$ cat config.mk
export PLATFORM = sky130hd
export DESIGN_NAME = branch_predictor
export DESIGN_NICKNAME = d
export VERILOG_FILES = /design/src/rtl/bp_pkg.sv /design/src/rtl/bp_table.sv /design/src/rtl/branch_predictor.sv
export SDC_FILE = /design/constraint.sdc
export NUM_CORES = 1
export LEC_CHECK = 0
export CORE_ASPECT_RATIO = 0.7
export CORE_UTILIZATION = 54
export DETAILED_ROUTE_END_ITERATION = 10
export PLACE_DENSITY_LB_ADDON = 0.12
export SLEW_MARGIN = 20
export SYNTH_ARGS = -nofsm -noshare
export SYNTH_HDL_FRONTEND = slang
export SYNTH_HIERARCHICAL = 1
export SYNTH_SLANG_ARGS = --single-unit
$ cat constraint.sdc
create_clock -name clk -period 3.4 [get_ports clk]
set_input_delay 0.34 -clock clk [delete_from_list [all_inputs] [get_ports clk]]
set_output_delay 0.34 -clock clk [all_outputs]
set_load 0.005 [all_outputs]
$ cat src/rtl/bp_pkg.sv
// Shared definitions for the branch predictor: default sizes, 2-bit
// saturating counter encodings and the helpers that step those counters.
package bp_pkg;

    localparam int BP_ADDR_W = 5;
    localparam int BP_IDX_W  = 4;
    localparam int BP_CNT_W  = 16;

    // Two-bit history counter states; the MSB is the taken prediction.
    typedef enum logic [1:0] {
        SNT = 2'b00,
        WNT = 2'b01,
        WT  = 2'b10,
        ST  = 2'b11
    } bp_cnt_e;

    // Step a counter towards strongly taken, holding at the top.
    function automatic logic [1:0] sat_inc2(input logic [1:0] c);
        return (c == ST) ? ST : c + 2'b01;
    endfunction

    // Step a counter towards strongly not-taken, holding at the bottom.
    function automatic logic [1:0] sat_dec2(input logic [1:0] c);
        return (c == SNT) ? SNT : c - 2'b01;
    endfunction

endpackage

$ cat src/rtl/bp_table.sv
// Direct-mapped storage of {valid, tag, target, counter} entries.
// The fetch side reads asynchronously; execute feedback writes on the clock
// edge. A second asynchronous read port lets the trainer see the entry it is
// about to modify. Reads never see a same-cycle write.
module bp_table
    import bp_pkg::*;
#(
    parameter int ADDR_W = BP_ADDR_W,
    parameter int IDX_W  = BP_IDX_W
) (
    input  logic                    clk,
    input  logic                    reset,
    input  logic [IDX_W-1:0]        lk_idx_i,
    output logic                    lk_valid_o,
    output logic [ADDR_W-IDX_W-1:0] lk_tag_o,
    output logic [ADDR_W-1:0]       lk_target_o,
    output logic [1:0]              lk_cnt_o,
    input  logic [IDX_W-1:0]        up_idx_i,
    output logic                    up_valid_o,
    output logic [ADDR_W-IDX_W-1:0] up_tag_o,
    output logic [ADDR_W-1:0]       up_target_o,
    output logic [1:0]              up_cnt_o,
    input  logic                    wr_en_i,
    input  logic [IDX_W-1:0]        wr_idx_i,
    input  logic                    wr_valid_i,
    input  logic [ADDR_W-IDX_W-1:0] wr_tag_i,
    input  logic [ADDR_W-1:0]       wr_target_i,
    input  logic [1:0]              wr_cnt_i
);

    localparam int TAG_W   = ADDR_W - IDX_W;
    localparam int ENTRIES = 2 ** IDX_W;

    logic             valid_q  [ENTRIES];
    logic [TAG_W-1:0] tag_q    [ENTRIES];
    logic [ADDR_W-1:0] target_q[ENTRIES];
    logic [1:0]       cnt_q    [ENTRIES];

    // Fetch-side and training-side reads are plain array lookups.
    always_comb begin
        lk_valid_o  = valid_q[lk_idx_i];
        lk_tag_o    = tag_q[lk_idx_i];
        lk_target_o = target_q[lk_idx_i];
        lk_cnt_o    = cnt_q[lk_idx_i];
        up_valid_o  = valid_q[up_idx_i];
        up_tag_o    = tag_q[up_idx_i];
        up_target_o = target_q[up_idx_i];
        up_cnt_o    = cnt_q[up_idx_i];
    end

    // Clear every entry to weak not-taken on reset, otherwise apply one write.
    always_ff @(posedge clk) begin
        if (reset) begin
            for (int i = 0; i < ENTRIES; i++) begin
                valid_q[i]  <= 1'b0;
                tag_q[i]    <= '0;
                target_q[i] <= '0;
                cnt_q[i]    <= WNT;
            end
        end else if (wr_en_i) begin
            valid_q[wr_idx_i]  <= wr_valid_i;
            tag_q[wr_idx_i]    <= wr_tag_i;
            target_q[wr_idx_i] <= wr_target_i;
            cnt_q[wr_idx_i]    <= wr_cnt_i;
        end
    end

endmodule

$ cat src/rtl/branch_predictor.sv
// Branch predictor in front of instruction fetch: BTB plus 2-bit history
// table lookup, training from execute feedback, registered mispredict
// redirect, and saturating branch / mispredict statistics.
module branch_predictor
    import bp_pkg::*;
#(
    parameter int ADDR_W = BP_ADDR_W,
    parameter int IDX_W  = BP_IDX_W,
    parameter int CNT_W  = BP_CNT_W
) (
    input  logic              clk,
    input  logic              reset,
    input  logic [ADDR_W-1:0] fetch_pc,
    output logic              pred_taken,
    output logic [ADDR_W-1:0] pred_target,
    input  logic              ex_valid,
    input  logic [ADDR_W-1:0] ex_pc,
    input  logic              ex_taken,
    input  logic [ADDR_W-1:0] ex_target,
    input  logic              ex_pred_taken,
    input  logic [ADDR_W-1:0] ex_pred_target,
    output logic              mispredict,
    output logic [ADDR_W-1:0] redirect_pc,
    output logic [CNT_W-1:0]  br_count,
    output logic [CNT_W-1:0]  mis_count
);

    localparam int TAG_W = ADDR_W - IDX_W;

    logic              lkValid;
    logic [TAG_W-1:0]  lkTag;
    logic [ADDR_W-1:0] lkTarget;
    logic [1:0]        lkCnt;
    logic              upValid;
    logic [TAG_W-1:0]  upTag;
    logic [ADDR_W-1:0] upTarget;
    logic [1:0]        upCnt;

    logic              wrEn;
    logic              wrValid;
    logic [TAG_W-1:0]  wrTag;
    logic [ADDR_W-1:0] wrTarget;
    logic [1:0]        wrCnt;

    logic              lookupHit;
    logic              updateHit;
    logic              misNow;

    logic              mispredict_q, mispredict_d;
    logic [ADDR_W-1:0] redirect_q, redirect_d;
    logic [CNT_W-1:0]  brCount_q, brCount_d;
    logic [CNT_W-1:0]  misCount_q, misCount_d;

    bp_table #(
        .ADDR_W (ADDR_W),
        .IDX_W  (IDX_W)
    ) u_table (
        .clk         (clk),
        .reset       (reset),
        .lk_idx_i    (fetch_pc[IDX_W-1:0]),
        .lk_valid_o  (lkValid),
        .lk_tag_o    (lkTag),
        .lk_target_o (lkTarget),
        .lk_cnt_o    (lkCnt),
        .up_idx_i    (ex_pc[IDX_W-1:0]),
        .up_valid_o  (upValid),
        .up_tag_o    (upTag),
        .up_target_o (upTarget),
        .up_cnt_o    (upCnt),
        .wr_en_i     (wrEn),
        .wr_idx_i    (ex_pc[IDX_W-1:0]),
        .wr_valid_i  (wrValid),
        .wr_tag_i    (wrTag),
        .wr_target_i (wrTarget),
        .wr_cnt_i    (wrCnt)
    );

    // Zero-latency prediction; a miss falls through to the next sequential word.
    always_comb begin
        lookupHit   = lkValid && (lkTag == fetch_pc[ADDR_W-1:IDX_W]);
        pred_taken  = lookupHit && lkCnt[1];
        pred_target = lookupHit ? lkTarget : fetch_pc + ADDR_W'(1);
    end

    // Training: hits move the counter, taken misses allocate weak-taken.
    always_comb begin
        updateHit = upValid && (upTag == ex_pc[ADDR_W-1:IDX_W]);
        wrEn      = 1'b0;
        wrValid   = upValid;
        wrTag     = upTag;
        wrTarget  = upTarget;
        wrCnt     = upCnt;
        if (ex_valid) begin
            if (updateHit) begin
                wrEn = 1'b1;
                if (ex_taken) begin
                    wrCnt    = sat_inc2(upCnt);
                    wrTarget = ex_target;
                end else begin
                    wrCnt = sat_dec2(upCnt);
                end
            end else if (ex_taken) begin
                wrEn     = 1'b1;
                wrValid  = 1'b1;
                wrTag    = ex_pc[ADDR_W-1:IDX_W];
                wrTarget = ex_target;
                wrCnt    = WT;
            end
        end
    end

    // Mispredict detection, redirect address and saturating statistics.
    always_comb begin
        misNow = ex_valid && ((ex_taken != ex_pred_taken) ||
                              (ex_taken && (ex_target != ex_pred_target)));
        mispredict_d = misNow;
        redirect_d   = redirect_q;
        brCount_d    = brCount_q;
        misCount_d   = misCount_q;
        if (misNow) begin
            redirect_d = ex_taken ? ex_target : ex_pc + ADDR_W'(1);
        end
        if (ex_valid && (brCount_q != '1)) begin
            brCount_d = brCount_q + CNT_W'(1);
        end
        if (misNow && (misCount_q != '1)) begin
            misCount_d = misCount_q + CNT_W'(1);
        end
    end

    // Register the fetch redirect and the statistics counters.
    always_ff @(posedge clk) begin
        if (reset) begin
            mispredict_q <= 1'b0;
            redirect_q   <= '0;
            brCount_q    <= '0;
            misCount_q   <= '0;
        end else begin
            mispredict_q <= mispredict_d;
            redirect_q   <= redirect_d;
            brCount_q    <= brCount_d;
            misCount_q   <= misCount_d;
        end
    end

    assign mispredict  = mispredict_q;
    assign redirect_pc = redirect_q;
    assign br_count    = brCount_q;
    assign mis_count   = misCount_q;

endmodule

==> impl_summary.md <==
Outcome
The flow ran to the end, and the final reports show no timing, DRC or antenna violations.

Finish
The multi-input combinational cells in the finished layout cover a total of 4471 sq um. Registers take 5085 sq um. The total number of nets in the final design is 872. 0 antenna diodes ended up in the layout. After filler insertion, the fill cell instance count of the layout stands at 1,273. The utilization of the core after routing is 65.68%. The layout-stage area growth over the synthesis result is 16.97%. The share of layout cells above drive strength 1 is 21.38%.

Floorplanning
For this configuration, the core starts out at a cell density of 56.15%. The core region is 17,470 sq um. In this run the count of I/O pins placed on the die edge is 69. The floorplan step defined a die boundary enclosing 18,710 sq um. The die is 114.8 um tall. The die boundary width is 163.1 um. The row count is 40.

Worst setup path
The worst setup slack for register-to-register paths is 0.19 ns. STA classifies the critical path endpoint as a primary output. Among all stages on the critical path, the largest delay is contributed by sky130_fd_sc_hd__mux4_2. The top cell family by delay on the critical path is multiplexers. The setup path with the least slack is of type flop to primary output. The critical path ends at pred_target[1]. The number of stages on the worst setup path is 7. STA puts the critical path data required time at 3.06 ns. The worst setup path is launched from a flop. The endpoint of the worst-slack reg-to-reg timing path is u_table/target_q[6][4]. The maximum fanout encountered on the critical timing path is 9. The largest single stage delay on the critical path is 0.50 ns. The start of the worst register-to-register path is u_table/tag_q[3]. Together, buffers and inverters on the worst path number 1. STA puts the critical path data arrival time at 2.88 ns. The critical path starts at u_table/tag_q[3]. Measured in cells, the most critical reg-to-reg path has a length of 9. The signal on the critical path passes through mux4_2 > a22oi_1 > nand2_1 > xnor2_1 > nand2_2 > mux2_2 > clkdlybuf4s50_1.

Timing
Setup violations remaining at the end of the flow were counted as 0. Setup total negative slack on the finished layout was measured at 0 ns. Setup repair after global routing left no endpoint under its margin.

At the pin with the least slew margin, the transition time is 0.9073 ns. The worst slack on hold paths is 0.4560 ns. The final-report hold violation count was 0. In the post-route analysis, the smallest setup slack over all paths is 0.1820 ns.

Dividing the final minimum period by the clock period gives 94.65%. The clock arrives with 0.01255 ns of skew. The clock period minus worst slack is 3.218 ns.

The worst-case headroom to the max-slew limit is 39.45%. The final max-slew violation count came to 0. The highest achievable clock rate is 0.3107 GHz.

CTS
The number of levels in the clock H-tree is 4. The buffer levels on the longest clock path is 2. The tree is rooted in a sky130_fd_sc_hd__clkbuf_16. The TritonCTS buffer count is 17. The clock-pin slew of the registers on the worst-case setup and hold paths is 0.07 ns. The number of buffers inserted by hold repair at cts is 0. Once the clock tree was built, the setup fixing pass inserted 0 buffers. The insertion delay of the later-clocked pin in the worst-skew pair is 0.44 ns.

The count of clock tree sinks is 182. The number of resized instances in the post-cts repair step is 0. TritonCTS built the clock tree.

Drt
The number of vias after detailed routing is 6,976. The violation count after the first detailed-routing iteration is 850. The number of antenna-violating nets in the routed design is 0. Wires add up to 27.02 mm.

The first detailed-routing pass took 5 iterations. Using the TritonRoute via totals, the vias-per-cell ratio works out to 6.418. In the routed design, unresolved DRC markers number 0. The routed wirelength normalized by instance count is 24.85 um.

Global route
The global-route wire length before repair is 40.59 mm. The via count of the first global-routing pass came to 6,785. The overall fraction of global-route tracks in use is 30.32%. The largest net degree at the start of global routing is 34.

Global routing finished with a remaining overflow of 0. The initial antenna violation count is 2.

Worst hold path
Along the worst hold path, the cell count comes to 2. The worst hold path belongs to the class flop to flop. The startpoint of the lowest-slack hold path is redirect_pc[3].

Logic synthesis
The number of nets produced by synthesis is 789. A synthesized cell averages 12.91 sq um. The synthesized area is 9808 sq um. The post-synthesis instance total is 760. Yosys printed 6 warnings.

Job
Across the run, the number of max-cap violations was 0.

Place
The pre-CTS setup slack is 0.03282 ns. The placer congestion estimate is 0.8890. In this run the tool buffered the top-level ports with 68 buffer cells. The placed wire-length estimate is 19.66 mm.

Power and ir drop
Dividing total power by cell area gives a power density of 452.9 nW/um^2. The worst-case IR drop observed on VDD is 0.0003541 V. Summed over all cells, the static leakage comes to 4.073 nW.
metal layers:
layer / GRT usage, % / wire length, um / part of all wire [%] / vias up
met4: 9.844 / 596 / 2.2 / 2
met3: 9.560 / 2917 / 11 / 52
met1: 43.43 / 11400 / 42 / 3469
met5: 0 / 13 / 0.048 / -
li1: - / - / - / 3066
met2: 44.20 / 12090 / 45 / 387
per-stage QoR:
stage,std cells,total power [W],area [sq um]
final,1087,0.005196,11470
after global routing,1087,0.005354,11470
after CTS,1087,0.005205,11460
after detailed placement,1055,0.003170,10850
after global placement,1055,0.003152,10850
after floorplan,760,0.002901,9808
worst min-delay path by stage:
stage                     endpoint  slack (ns)
global route        redirect_pc[0]        0.47
CTS                 redirect_pc[0]        0.46
finish              redirect_pc[3]        0.46
detailed placement  redirect_pc[0]        0.45
floorplan           redirect_pc[0]        0.45
global placement    redirect_pc[0]        0.44
state kept, by name, summed over array words and instances, names as in the netlist:
signal            cells
u_table/valid_q      16
u_table/tag_q        16
mis_count            16
br_count             16
u_table/target_q     80
mispredict            1
u_table/cnt_q        32
redirect_pc           5
worst register-to-register path, cell delays in order, from the launching register on:
cell	delay, ns
sky130_fd_sc_hd__edfxtp_1	0.47
sky130_fd_sc_hd__mux4_2	0.51
sky130_fd_sc_hd__a22oi_1	0.21
sky130_fd_sc_hd__nand2_1	0.12
sky130_fd_sc_hd__xnor2_1	0.19
sky130_fd_sc_hd__nand3_1	0.13
sky130_fd_sc_hd__nand2_1	0.22
sky130_fd_sc_hd__nand4bb_1	0.31
sky130_fd_sc_hd__nor2_1	0.24
sky130_fd_sc_hd__or2_1	0.46
report_power, final:
part	leakage, nW	internal [W]	switching (W)
clock	0.305	0.00118	0.000876
sequential	1.74	0.00247	0.0000474
combinational	2.03	0.000259	0.000368
total	4.07	0.00391	0.00129
placed cells by master, fill, tap and decap left out, types with 18 or more instances in the layout:
cell,n
sky130_fd_sc_hd__buf_4,43
sky130_fd_sc_hd__edfxtp_1,144
sky130_fd_sc_hd__and2_1,131
sky130_fd_sc_hd__a21oi_1,26
sky130_fd_sc_hd__dfxtp_1,38
sky130_fd_sc_hd__a22oi_1,34
sky130_fd_sc_hd__nand2_1,43
sky130_fd_sc_hd__clkbuf_16,18
sky130_fd_sc_hd__clkdlybuf4s50_1,63
sky130_fd_sc_hd__nor2_1,34
sky130_fd_sc_hd__mux4_2,68
cell type report:
cell class | instances | area share (%)
Timing Repair Buffer | 112 | 8.769
Inverter | 2 | 0.06544
Clock buffer | 21 | 4.199
Multi-Input combinational cell | 528 | 38.97
Sequential cell | 182 | 44.32
Tap cell | 231 | 2.519
Clock inverter | 11 | 1.156
Note: power is estimated with default switching activity, not from simulation.
